File: src/rtl/alu_issue_skid.sv
// Registered issue stage in front of the single-cycle ALU: a 2-entry skid buffer
// that cuts the decode-to-ALU path and keeps in_ready purely registered.
module alu_issue_skid #(
    parameter int N    = 32,
    parameter int OPCW = 3,
    parameter int TAGW = 5
) (
    input  logic            clk,
    input  logic            rst,
    input  logic            flush,
    input  logic            in_valid,
    output logic            in_ready,
    input  logic [OPCW-1:0] in_opc,
    input  logic [N-1:0]    in_a,
    input  logic [N-1:0]    in_b,
    input  logic [TAGW-1:0] in_rd,
    output logic            out_valid,
    input  logic            out_ready,
    output logic [OPCW-1:0] out_opc,
    output logic [N-1:0]    out_a,
    output logic [N-1:0]    out_b,
    output logic [TAGW-1:0] out_rd,
    output logic [1:0]      occupancy
);

    localparam int OPW = OPCW + N + N + TAGW;

    logic [OPW-1:0] main_q, main_d;
    logic [OPW-1:0] skid_q, skid_d;
    logic           main_v_q, main_v_d;
    logic           skid_v_q, skid_v_d;
    logic [OPW-1:0] in_op_s;
    logic           accept_s;
    logic           fire_s;

    assign in_op_s  = {in_opc, in_a, in_b, in_rd};
    assign accept_s = in_valid & ~skid_v_q;
    assign fire_s   = main_v_q & out_ready;

    // Next-state selection for both entries; flush dominates and drops any same-cycle input.
    always_comb begin
        main_d   = main_q;
        skid_d   = skid_q;
        main_v_d = main_v_q;
        skid_v_d = skid_v_q;
        if (flush) begin
            main_v_d = 1'b0;
            skid_v_d = 1'b0;
        end else begin
            case ({main_v_q, skid_v_q})
                2'b00: begin
                    if (accept_s) begin
                        main_d   = in_op_s;
                        main_v_d = 1'b1;
                    end else begin
                        main_v_d = 1'b0;
                    end
                end
                2'b10: begin
                    if (fire_s && accept_s) begin
                        main_d = in_op_s;
                    end else if (fire_s) begin
                        main_v_d = 1'b0;
                    end else if (accept_s) begin
                        skid_d   = in_op_s;
                        skid_v_d = 1'b1;
                    end else begin
                        main_v_d = 1'b1;
                    end
                end
                2'b11: begin
                    if (fire_s) begin
                        main_d   = skid_q;
                        skid_v_d = 1'b0;
                    end else begin
                        skid_v_d = 1'b1;
                    end
                end
                default: begin
                    // Unreachable (skid without main); promote skid so ordering is kept.
                    main_d   = skid_q;
                    main_v_d = 1'b1;
                    skid_v_d = 1'b0;
                end
            endcase
        end
    end

    // Entry and valid registers, cleared asynchronously.
    always_ff @(posedge clk or posedge rst) begin
        if (rst) begin
            main_q   <= '0;
            skid_q   <= '0;
            main_v_q <= 1'b0;
            skid_v_q <= 1'b0;
        end else begin
            main_q   <= main_d;
            skid_q   <= skid_d;
            main_v_q <= main_v_d;
            skid_v_q <= skid_v_d;
        end
    end

    assign in_ready  = ~skid_v_q;
    assign out_valid = main_v_q;
    assign occupancy = {1'b0, main_v_q} + {1'b0, skid_v_q};
    assign {out_opc, out_a, out_b, out_rd} = main_q;

endmodule

File: config.mk
export PLATFORM = sky130hd
export DESIGN_NAME = alu_issue_skid
export DESIGN_NICKNAME = d
export VERILOG_FILES = /design/src/rtl/alu_issue_skid.sv
export SDC_FILE = /design/constraint.sdc
export NUM_CORES = 1
export LEC_CHECK = 0
export BUFFER_PORTS_ARGS = -buffer_cell sky130_fd_sc_hd__buf_2
export CAP_MARGIN = 20
export CORE_ASPECT_RATIO = 0.5
export CORE_UTILIZATION = 24
export CTS_CLUSTER_DIAMETER = 40
export DETAILED_ROUTE_END_ITERATION = 6
export PLACE_DENSITY_LB_ADDON = 0.15
export SLEW_MARGIN = 30
export SYNTH_ARGS = -nofsm -noshare
export SYNTH_HDL_FRONTEND = slang
export SYNTH_SLANG_ARGS = --single-unit
File: constraint.sdc
create_clock -name clk -period 7.63 [get_ports clk]
set_clock_uncertainty 0.1 [all_clocks]
set_input_delay 0.763 -clock clk [delete_from_list [all_inputs] [get_ports clk]]
set_output_delay 0.763 -clock clk [all_outputs]
set_load 0.03 [all_outputs]
==> summary.md <==
| Metric | Value |
|---|---|
| Status | finished clean |
| Final-layout setup total negative slack | 0 ps |
| Kind of end point of the critical path | flop |
| Part of the power in combinational logic | a little over two fifths |
| Count of yosys warnings during synthesis | 0 |
| MaxCap Viol Count | 0 |
| Unrepaired setup endpoints after global routing | no |
| Net switching fraction of the power | 36.2% |
| Max Slew Vio Count | 0 |
| Worst setup timing slack at the placement stage | 4230 ps |
| DP Wirelength | between 9000 and 10000 µm |
| Wire length per cell | between 15 and 20 µm |
| Areal power density over the cells | roughly 450 nW/µm² |
| Via count of the routed design | about 3800 |
| Post-synthesis sequential element count | 146 |
| Final Util | 30.8% |
| Synthesized netlist net count | 487 |
| Overflow after GRT | 0 |
| Global router's overall resource usage | 11.7% |
| Sequential Power Share | between 30% and 40% |
| Fin worst setup slack | about 4400 ps |
| Die footprint | 27900 µm² |
| Share of final-layout standard cells stronger than drive strength 1 | 70.4% |
| Hold-fix buffers, CTS | 0 |
| Count of pins on the block boundary | roughly 150 |
| CP startpoint kind | flop |
| Sequential fraction of the synthesis area | between 50% and 60% |
| Vias in the first global route | ~4200 |
| Maximum vdd ir drop | ~0.12 mV |
| Number of antenna violations at the first check in global routing | 0 |
| GPL Wtd Cong | 0.675 |
| Arrival time at the worst endpoint | between 3000 and 4000 ps |
| Final Setup Violations | 0 |
| H-tree levels | 4 |
| Hold Crit Class | input port to async pin |
| Setup Buffers After CTS | 0 |
| Area Growth Syn to Fin | 25.4% |
| Violation count after the first detailed-routing iteration | about 160 |
| Syn_area_per_cell | roughly 16 µm² |
| Worst slew margin relative to its limit | between 30% and 40% |
| Reg clk slew, reported paths | roughly 60 ps |
| Post-layout minimum cycle time | between 3000 and 4000 ps |
| Pin count of the biggest net entering global routing | 93 |
| Largest fanout of any net on the critical path | 60 |
| Floorplan row count | 42 |
| DRC violation count after routing | 0 |
| Library cell with the largest summed area after synthesis | dfrtp_1 |
| Async S/R FF share, synth | between 90% and 100% |
| Synth top area share | a little under three fifths |
| Peak Freq | slightly above 300 MHz |
| Port-buffer cells | 152 |
| Internal Power | between 2 and 2.5 mW |
| Netlist area before placement | between 6000 and 7000 µm² |
| Initial core utilization | 24.6% |
| Vias/cell | slightly above 4 |
| Final hold violations | 0 |
| Worst endpoint required time | slightly below 8000 ps |
| Fraction of power consumed by the clock network | around a fifth |
| Placement Cell Area | between 7000 and 8000 µm² |
| Number of distinct standard cells referenced by the synthesized netlist | 21 |
| TritonCTS clock tree | done |
| Static leakage | between 3 and 4 nW |
| Antenna-violating nets left | 0 |
| Commonest cells post-synth | 183 x mux2_2, 146 x dfrtp_1, 30 x mux2_4, 9 x buf_2, 8 x buf_6 |
| Power consumption | about 3.7 mW |
| Insertion delay of the later-clocked pin in the worst-skew pair | ~420 ps |
| Final instance area | between 8000 and 9000 µm² |
| Global-route wire length before repair | 24500 µm |
| Tightest Pin Transition | 906 ps |
| Number of nets in the finished design | about 640 |
| Final wirelength | 15100 µm |
| Number of instances in the synthesized netlist | approximately 410 |
| Core Region | 26600 µm² |
| Number of clock sinks seen by CTS | 146 |
| Type of the worst setup path | flop to flop |
| EDFF count, synth | 0 |
| Clock tree buffer depth | 2 |
| Switching power summed over all nets | about 1.3 mW |
| Post-cts resize count | 0 |
| Clk Tree Root Cell | clkbuf_16 |
| Die Y | about 120 µm |
| DIE WIDTH | around 240 µm |
| Top flip-flop cell by instance count after synthesis | dfrtp_1 |
| Synth top area cells | dfrtp_1 56%, mux2_2 32%, mux2_4 6.9% |
| TritonCTS buffer count | 17 |
| Number of optimization iterations in the first detailed-route pass | 4 |
| Number of inserted diodes | 0 |
| Most used standard cell by instance count after synthesis | mux2_2 |
| Period Utilization, post-route | around 43% |
==> cell type report <==
type	count	area, µm²
Multi-Input combinational cell	234	2700
Clock inverter	4	22.5
Clock buffer	27	523
Inverter	3	18.8
Timing Repair Buffer	160	825
Sequential cell	146	3650
Fill cell	2696	18400
Tap cell	352	440
==> through the flow <==
| stage | hold slack [ps] | std cells |
|---|---|---|
| after global placement | 365 | 894 |
| after global routing | 354 | 926 |
| after floorplan | 374 | 407 |
| after detailed placement | 374 | 895 |
| final | 308 | 926 |
| after CTS | 391 | 926 |
==> state kept, by name (all words and copies together), names as in the netlist <==
name,count
skid_q,72
skid_v_q,1
main_q,72
out_valid,1
==> cell families (layout without fill, tap and decap cells) <==
group | after synthesis | after routing | share of synthesized area [%]
buffers and inverters | 27 | 194 | 2.64
flip-flops | 146 | 146 | 55.9
multiplexers | 216 | 216 | 39.0
adder cells (fa/ha/maj) | 3 | 3 | 0.575
AND/OR/NAND/NOR | 8 | 8 | 0.690
AO/OA/AOI/OAI | 7 | 7 | 1.17
==> cells in the final DEF (no fill, tap or decap), types with 2 or more instances in the layout <==
cell type	synthesis	final
a21o_1	2	2
buf_2	9	152
buf_4	0	7
clkbuf_1	7	4
clkbuf_16	0	17
clkbuf_8	0	6
clkinv_2	0	3
dfrtp_1	146	145
ha_1	3	3
inv_1	3	2
mux2_1	3	3
mux2_2	183	183
mux2_4	30	30
nand2_1	2	2
or2_1	2	2
==> power groups by stage <==
| stage | Sequential [mW] | Clock (mW) | Combinational (mW) |
|---|---|---|---|
| finish | 1.35 | 0.787 | 1.58 |
| floorplan | 1.73 | 0 | 0.846 |
| CTS | 1.36 | 0.817 | 1.62 |
| global route | 1.41 | 0.850 | 1.69 |
| global placement | 1.36 | 0 | 1.59 |
| detailed placement | 1.37 | 0 | 1.62 |
==> path summary, 6_finish.rpt <==
kind,start,cells past startpoint,end,slack [ps]
hold reg to reg,main_q[19],1,main_q[19],390
max in group asynchronous,rst,3,skid_q[45],5870
setup reg to reg,skid_v_q,7,main_q[38],4350
setup / recovery,skid_v_q,7,main_q[38],4350
hold / removal,rst,2,main_q[41],310
min in group clk,main_q[19],1,main_q[19],390
==> worst max-delay path: stages, from the launching register on <==
cell and delay (ps):
dfrtp_2 390, buf_4 390, ha_1 370, or2_1 250, a221oi_4 530, buf_6 240
buf_4 470, mux2_2 390
==> routing by layer <==
layer | GRT usage (%) | up-vias | wire, µm
met5 | 0 | - | 0
met4 | 3.92 | 0 | 171
met3 | 3.43 | 11 | 454
met2 | 19.3 | 40 | 7690
met1 | 14.6 | 1965 | 6810
li1 | - | 1766 | -
No activity file was read; power rests on OpenSTA's default activity.
